### config.mk
export PLATFORM = sky130hd
export DESIGN_NAME = serial_add_ctrl_flat
export DESIGN_NICKNAME = d
export VERILOG_FILES = /design/src/rtl/serial_add_ctrl_if.sv /design/src/rtl/serial_add_ctrl.sv /design/src/flat_wrapper.sv
export SDC_FILE = /design/constraint.sdc
export NUM_CORES = 1
export LEC_CHECK = 0
export CAP_MARGIN = 20
export CORE_MARGIN = 4
export CORE_UTILIZATION = 30
export DETAILED_ROUTE_END_ITERATION = 8
export SLEW_MARGIN = 0
export SYNTH_ARGS = -nofsm -noshare
export SYNTH_HDL_FRONTEND = slang
export SYNTH_HIERARCHICAL = 1
export SYNTH_SLANG_ARGS = --single-unit
### constraint.sdc
create_clock -name clk -period 1.5 [get_ports clk]
set_input_delay 0.15 -clock clk [delete_from_list [all_inputs] [get_ports clk]]
set_output_delay 0.15 -clock clk [all_outputs]
set_load 0.02 [all_outputs]
### src/rtl/serial_add_ctrl_if.sv
// Request/response bundle for the bit-serial add/subtract controller.
// The requester drives the master side; the controller sits on the slave side.
interface serial_add_ctrl_if #(
    parameter int unsigned WIDTH = 8
);
    logic             start;
    logic             sub;
    logic [WIDTH-1:0] op_a;
    logic [WIDTH-1:0] op_b;
    logic [WIDTH-1:0] result;
    logic             cout;
    logic             overflow;
    logic             busy;
    logic             done;

    modport master (
        output start, sub, op_a, op_b,
        input  result, cout, overflow, busy, done
    );

    modport slave (
        input  start, sub, op_a, op_b,
        output result, cout, overflow, busy, done
    );
endinterface

### src/rtl/serial_add_ctrl.sv
// Bit-serial add/subtract controller: one full adder stepped over WIDTH bits,
// LSB first, returning result, carry-out and signed overflow with a done pulse.
module FullAdder_1 (
    input  logic a,
    input  logic b,
    input  logic cin,
    output logic sum,
    output logic cout
);
    assign sum  = a ^ b ^ cin;
    assign cout = (a & b) | (a & cin) | (b & cin);
endmodule

module serial_add_ctrl #(
    parameter int unsigned WIDTH = 8
) (
    input  logic               clk,
    input  logic               reset,
    serial_add_ctrl_if.slave   bus
);
    localparam int unsigned CW = (WIDTH > 2) ? $clog2(WIDTH) : 1;
    localparam logic [CW-1:0] LAST = CW'(WIDTH - 1);

    typedef enum logic [1:0] {
        IDLE  = 2'd0,
        SHIFT = 2'd1,
        DONE  = 2'd2
    } state_t;

    state_t           state;
    logic [WIDTH-1:0] a_sr;
    logic [WIDTH-1:0] b_sr;
    logic [WIDTH-1:0] r_sr;
    logic [CW-1:0]    cnt;
    logic             carry;

    logic [WIDTH-1:0] result_q;
    logic             cout_q;
    logic             overflow_q;
    logic             busy_q;
    logic             done_q;

    logic             fa_sum;
    logic             fa_cout;
    logic [WIDTH-1:0] r_next;

    FullAdder_1 u_fa (
        .a    (a_sr[0]),
        .b    (b_sr[0]),
        .cin  (carry),
        .sum  (fa_sum),
        .cout (fa_cout)
    );

    // Result bits enter at the MSB so bit i lands at position i after WIDTH shifts.
    assign r_next = {fa_sum, r_sr[WIDTH-1:1]};

    always_ff @(posedge clk) begin
        if (reset) begin
            state      <= IDLE;
            a_sr       <= '0;
            b_sr       <= '0;
            r_sr       <= '0;
            cnt        <= '0;
            carry      <= 1'b0;
            result_q   <= '0;
            cout_q     <= 1'b0;
            overflow_q <= 1'b0;
            busy_q     <= 1'b0;
            done_q     <= 1'b0;
        end else begin
            case (state)
                IDLE: begin
                    if (bus.start) begin
                        // Subtract folds into the add: the sub flag lives on as
                        // the inverted B operand and the initial carry.
                        a_sr   <= bus.op_a;
                        b_sr   <= bus.sub ? ~bus.op_b : bus.op_b;
                        carry  <= bus.sub;
                        cnt    <= '0;
                        busy_q <= 1'b1;
                        state  <= SHIFT;
                    end
                end
                SHIFT: begin
                    a_sr  <= a_sr >> 1;
                    b_sr  <= b_sr >> 1;
                    r_sr  <= r_next;
                    carry <= fa_cout;
                    cnt   <= cnt + 1'b1;
                    if (cnt == LAST) begin
                        result_q   <= r_next;
                        cout_q     <= fa_cout;
                        overflow_q <= carry ^ fa_cout;
                        done_q     <= 1'b1;
                        state      <= DONE;
                    end
                end
                DONE: begin
                    done_q <= 1'b0;
                    busy_q <= 1'b0;
                    state  <= IDLE;
                end
                default: begin
                    done_q <= 1'b0;
                    busy_q <= 1'b0;
                    state  <= IDLE;
                end
            endcase
        end
    end

    assign bus.result   = result_q;
    assign bus.cout     = cout_q;
    assign bus.overflow = overflow_q;
    assign bus.busy     = busy_q;
    assign bus.done     = done_q;
endmodule
### src/flat_wrapper.sv
// flat-port wrapper written by rule: the top's interface ports become plain ports
module serial_add_ctrl_flat 
#(
    parameter int unsigned WIDTH = 8
)
  (clk, reset, bus_start, bus_sub, bus_op_a, bus_op_b, bus_result, bus_cout, bus_overflow, bus_busy, bus_done);
  serial_add_ctrl_if #(.WIDTH(WIDTH)) bus_i ();
  input  logic clk;
  input  logic reset;
  input wire logic [$bits(bus_i.start)-1:0] bus_start;
  input wire logic [$bits(bus_i.sub)-1:0] bus_sub;
  input wire logic [$bits(bus_i.op_a)-1:0] bus_op_a;
  input wire logic [$bits(bus_i.op_b)-1:0] bus_op_b;
  output wire logic [$bits(bus_i.result)-1:0] bus_result;
  output wire logic [$bits(bus_i.cout)-1:0] bus_cout;
  output wire logic [$bits(bus_i.overflow)-1:0] bus_overflow;
  output wire logic [$bits(bus_i.busy)-1:0] bus_busy;
  output wire logic [$bits(bus_i.done)-1:0] bus_done;
  assign bus_i.start = bus_start;
  assign bus_i.sub = bus_sub;
  assign bus_i.op_a = bus_op_a;
  assign bus_i.op_b = bus_op_b;
  assign bus_result = bus_i.result;
  assign bus_cout = bus_i.cout;
  assign bus_overflow = bus_i.overflow;
  assign bus_busy = bus_i.busy;
  assign bus_done = bus_i.done;
  serial_add_ctrl #(.WIDTH(WIDTH)) u_core (.clk(clk), .reset(reset), .bus(bus_i));
endmodule
-- Word level (Yosys, flattened, before mapping)
Cells that the tools add are included.
- register bits: 42
- output and inout port bits: 12
- logic and storage cells: 50
- $add $sub $neg: 1
- equality and inequality tests: 4
- mux-type cells: 16
- bitwise gates (word level): 11
- reductions and logical operators: 7
- operators by type and width (cell ; number):
    case mux 8 bit (2 select lines) ; 2
    two-way mux 8 bit ; 3
    AND reduction 2 bit ; 5
    NOT 8 bit ; 1
    case mux 1 bit (2 select lines) ; 3
    case mux 3 bit (2 select lines) ; 1
    two-way mux 2 bit ; 2
    case mux 2 bit (2 select lines) ; 1
    adder 3 x 1 -> 3 bit (second input constant) ; 1
    bitwise AND 1 bit ; 3
    equality test 3 bit (second input constant) ; 1
    two-way mux 1 bit ; 3
    two-way mux 3 bit ; 1
    XOR 1 bit ; 3
    equality test 2 x 1 -> 1 bit (second input constant) ; 1
    logical NOT 2 bit ; 1
    != test 2 x 1 -> 1 bit (second input constant) ; 1
    != test 2 bit (second input constant) ; 1
    NOT 1 bit ; 2
    bitwise OR 1 bit ; 2
    nonzero test 2 bit ; 1

-- Longest topological paths before layout
- depth in word-level cells: 4
- gate-level depth with buffers: 6
- depth with buffers taken out: 5

-- Hierarchy
The synthesis kept the hierarchy.
- by module, submodules not included (module ; instances ; cells an instance ; area an instance (um^2) ; seq. area each (um^2)):
    serial_add_ctrl ; 1 ; 198 ; 1757.9 ; 820.8
    FullAdder_1 ; 1 ; 1 ; 20.0 ; 0.0

-- Least setup slack after synthesis
Ideal clock, no wire load.
- path type: register -> register
- start point: register u_core.cnt[0]
- end point: register u_core.overflow_q, in the netlist u_core/bus.overflow
- library setup time: 0.086 ns
- arrival: 1.237 ns
- required time: 1.414 ns
- path slack: 0.178 ns
- cell stages (with the launch flop): 6
- buffers on the path: 1
- cells stage by stage: dfxtp_1 ha_1 ha_1 and3b_1 buf_2 a211oi_1
- longest elaborated chain between the ends: 2
- ends and longest elaborated chain (what ; RTL line ; source):
    from (decl) ; serial_add_ctrl.sv:34 ; logic [CW-1:0] cnt;
    from (signal assigned) ; serial_add_ctrl.sv:90 ; cnt <= cnt + 1'b1;
    equality test 3 bit ; serial_add_ctrl.sv:91 ; if (cnt == LAST) begin
    AND reduction 2 bit (no source line) ; -- ;
    to (signal assigned) ; serial_add_ctrl.sv:94 ; overflow_q <= carry ^ fa_cout;
    to (decl) ; serial_add_ctrl.sv:39 ; logic overflow_q;
Every way passes these cells.
A chain may end at the register's enable or synchronous reset.

-- Worst setup path after layout
- start point: register u_core.overflow_q, in the netlist u_core/bus.overflow
- end point: output bus_overflow
- RTL lines (what ; RTL line ; source):
    to (decl) ; flat_wrapper.sv:16 ; output wire logic [$bits(bus_i.overflow)-1:0] bus_overflow;
No word-level cell between the ends.

==> results by group <==
Hold path
  • Hold depth: 2
  • Worst min-delay path startpoint: u_core/r_sr[1]$_SDFFE_PP0P_
  • Hold Crit Class: flip-flop to flip-flop
  • WHS Endpoint: u_core/bus.result[0]$_SDFFE_PP0P_

GRT
  • First-pass GRT wire length: 5.85 mm
  • GRT overflow: 0
  • Initial antenna violation count: 0
  • Largest net degree at the start of global routing: 42
  • Total track usage: 9.99%
  • Number of global-route vias before repair: 1350

CTS
  • Clk buf depth: 2
  • H-tree depth: 2
  • CTS tree: done
  • CTS clock-pin slew for the worst setup and hold paths: 0.08 ns
  • Clock Latency Late Sink: 0.29 ns
  • Clk root buf: clkbuf_8
  • CTS sink count: 41
  • TritonCTS Buffers: 5

Power and ir drop
  • Tot Pwr: 2.52 mW
  • Power density cells: 1090 nW/um^2
  • Max VDD drop: 0.389 mV
  • P_leak: 0.824 nW

Logic synthesis
  • Syn. warnings: 6
  • Mapped Nets: 222
  • Multiplexer share of the synthesized area: 0%
  • Synth Flop Type: dfxtp_1
  • Post-Synth Simple-Gate Area: 23.5%
  • Syn avg cell area: 8.93 sq um
  • Post-Synthesis Cells: 199
  • Seq/Total Area, Yosys: 46.2%
  • Post-synth EDFFs: 0
  • Seq cells post-synth: 41
  • Synth area leader: dfxtp_1
  • Post-Syn Area: 1780 sq um
  • Synth cell types: 31
  • Ys async rst share: 0%
  • Combinational family with the most area after synthesis: simple AND/OR/NAND/NOR gates
  • Most common cell in the netlist: dfxtp_1
  • Post-Synth Adder-Cell Area: 2.53%
  • Yosys top cell area share: 46.2%
  • Synth cell count leaders: dfxtp_1 (41), nand2_1 (32), a21oi_1 (24)
  • Synth area leaders: dfxtp_1 (46%), a21oi_1 (6.8%), nand2_1 (6.8%)
  • XOR/XNOR share of the synthesized area: 4.43%
  • Synth Area in Compound Gates: 17.5%

Timing
  • Minimum clock period: 1.40 ns
  • Fin crit share: 93.2%
  • Final hold violation count: 0
  • Setup Viol. Count Final: 0
  • Max Slew Vio Count: 0
  • RSZ-0062 raised after global routing: false
  • Setup Skew: 0.00960 ns
  • Fmax: 716 MHz
  • Worst slew pin tran: 0.345 ns
  • Slew margin rel.: 76.9%

Worst setup path
  • Slowest CP cell: clkdlybuf4s50_1
  • Reg-to-reg startpoint: u_core/cnt[0]$_SDFFE_PP0P_
  • Reg-to-Reg End: u_core/bus.result[7]$_SDFFE_PP0P_
  • Sum of buffers and inverters on the critical path: 1
  • Worst Setup End Kind: primary output
  • Largest delay share family, worst path: buffers and inverters
  • Worst endpoint required time: 1.35 ns
  • CP cell instances: clkdlybuf4s50_1
  • R2R setup slack: 0.11 ns
  • WP data arrival: 1.25 ns
  • WS Path Type: flip-flop to primary output
  • Crit path largest cell delay: 0.61 ns
  • CP max FO: 2
  • R2R depth: 6
  • Worst setup SP type: flip-flop

Detailed routing
  • First-pass iteration count of the detailed router: 4
  • Via Count: 1424
  • Wirelength per Cell: 11.4 um
  • DRC errors left: 0
  • Number of routed nets with antenna violations: 0
  • Iter 0 DRT Violations: 115
  • Final WL: 3.48 mm
  • Via density: 4.67

Floorplan
  • CORE AREA: 5640 sq um
  • # IOs: 32
  • Die Span X: 85.0 um
  • Die Ht: 85.0 um
  • Initial core utilization: 31.5%
  • Die area: 7220 sq um
  • Row count: 27

Placement
  • Placer Congestion: 0.707
  • Port Buffer Count: 31
  • DP HPWL: 2.42 mm
  • Placed cell count: 297

Final layout
  • Finished Layout Cells: 305
  • # diodes: 0
  • Layout Nets: 255
  • Synthesis-to-finish area growth: 30.5%
  • Layout cells sized above 1: 13.3%
  • Fillers: 581

Outcome
  • Status: completed

Run
  • Max-cap violation count: 0
[per-layer routing]
| metal | GRT usage, % | up-vias | part of all wire [%] |
|---|---|---|---|
| li1 | - | 750 | - |
| met1 | 11.9 | 640 | 48 |
| met2 | 16.0 | 28 | 44 |
| met3 | 3.11 | 6 | 6.2 |
| met4 | 5.18 | 0 | 1.5 |
| met5 | 0 | - | 0 |
[tightest hold or removal path: stages (launching register included)]
cell and delay (ns):
dfxtp_1 0.32, nand2_1 0.05, a21oi_1 0.05
[what timing repair did]
action	in CTS	in global routing
endpoints found under the hold margin	0	0
resized for setup	0	1
hold buffers	0	0
setup buffers	0	0
endpoints found under the setup margin	0	1
[report_power, final]
part	switching, mW	total (mW)	internal, mW
logic	0.148	0.322	0.173
registers	0.0290	1.17	1.14
clock network	0.369	1.03	0.661
[area by class of cell]
type,instances,area [sq um],area share (%)
Multi-Input combinational cell,141,855,36.8
Sequential cell,41,821,35.4
Timing Repair Buffer,42,418,18.0
Tap cell,72,90.1,3.88
Clock buffer,5,68.8,2.96
Clock inverter,3,65.1,2.80
Inverter,1,3.75,0.162
[stage by stage]
stage                     TNS (ns)  hold slack, ns  cell area [sq um]  setup slack, ns  utilization, %
after floorplan                  0           0.298               1780            0.178               -
after global placement      -0.601           0.442               2190          -0.0999            38.7
after detailed placement     -1.21           0.447               2190           -0.133            38.7
after CTS                        0           0.460               2320           0.0816            41.1
after global routing             0           0.477               2320          0.00684            41.1
final                            0           0.455               2320            0.103            41.1
[cells by family (layout without fill, tap and decap cells)]
kind of cell | count (synthesis) | after routing
flip-flops | 41 | 41
AND/OR/NAND/NOR | 80 | 80
AO/OA/AOI/OAI | 49 | 49
XOR/XNOR | 9 | 9
buffers and inverters | 17 | 51
adder cells (fa/ha/maj) | 3 | 3
[flip-flops by register name, indices dropped and copies added (netlist names)]
register             flops
u_core/state             2
u_core/b_sr              8
u_core/bus.done          1
u_core/cnt               3
u_core/carry             1
u_core/bus.result        8
u_core/r_sr              7
u_core/bus.overflow      1
u_core/bus.busy          1
u_core/a_sr              8
u_core/bus.cout          1
[how the worst max path moves through the flow]
stage	start	to	cells after the start
2_1_floorplan	u_core/cnt[0]$_SDFFE_PP0P_	u_core/bus.overflow$_SDFFE_PP0P_	5
3_3_place_gp	bus_start	u_core/a_sr[5]$_SDFFE_PP0P_	4
3_5_place_dp	bus_start	u_core/a_sr[5]$_SDFFE_PP0P_	4
4_1_cts	u_core/bus.overflow$_SDFFE_PP0P_	bus_overflow	1
5_1_grt	u_core/cnt[0]$_SDFFE_PP0P_	u_core/bus.result[7]$_SDFFE_PP0P_	6
6_report	u_core/bus.overflow$_SDFFE_PP0P_	bus_overflow	1
[cells in the final DEF, fill, tap and decap left out, types with 3 or more instances in the layout]
| cell | netlist | layout |
|---|---|---|
| nand2_1 | 32 | 32 |
| nand2b_1 | 11 | 11 |
| dfxtp_1 | 41 | 41 |
| or3b_1 | 7 | 7 |
| clkdlybuf4s50_1 | 0 | 31 |
| clkbuf_8 | 0 | 5 |
| nor2_1 | 14 | 14 |
| nor3_1 | 7 | 7 |
| o22ai_1 | 7 | 7 |
| a22oi_1 | 11 | 11 |
| xnor2_1 | 8 | 8 |
| a21oi_1 | 24 | 24 |
| a211oi_1 | 3 | 3 |
| buf_4 | 1 | 9 |
No activity file was read; power rests on OpenSTA's default activity.
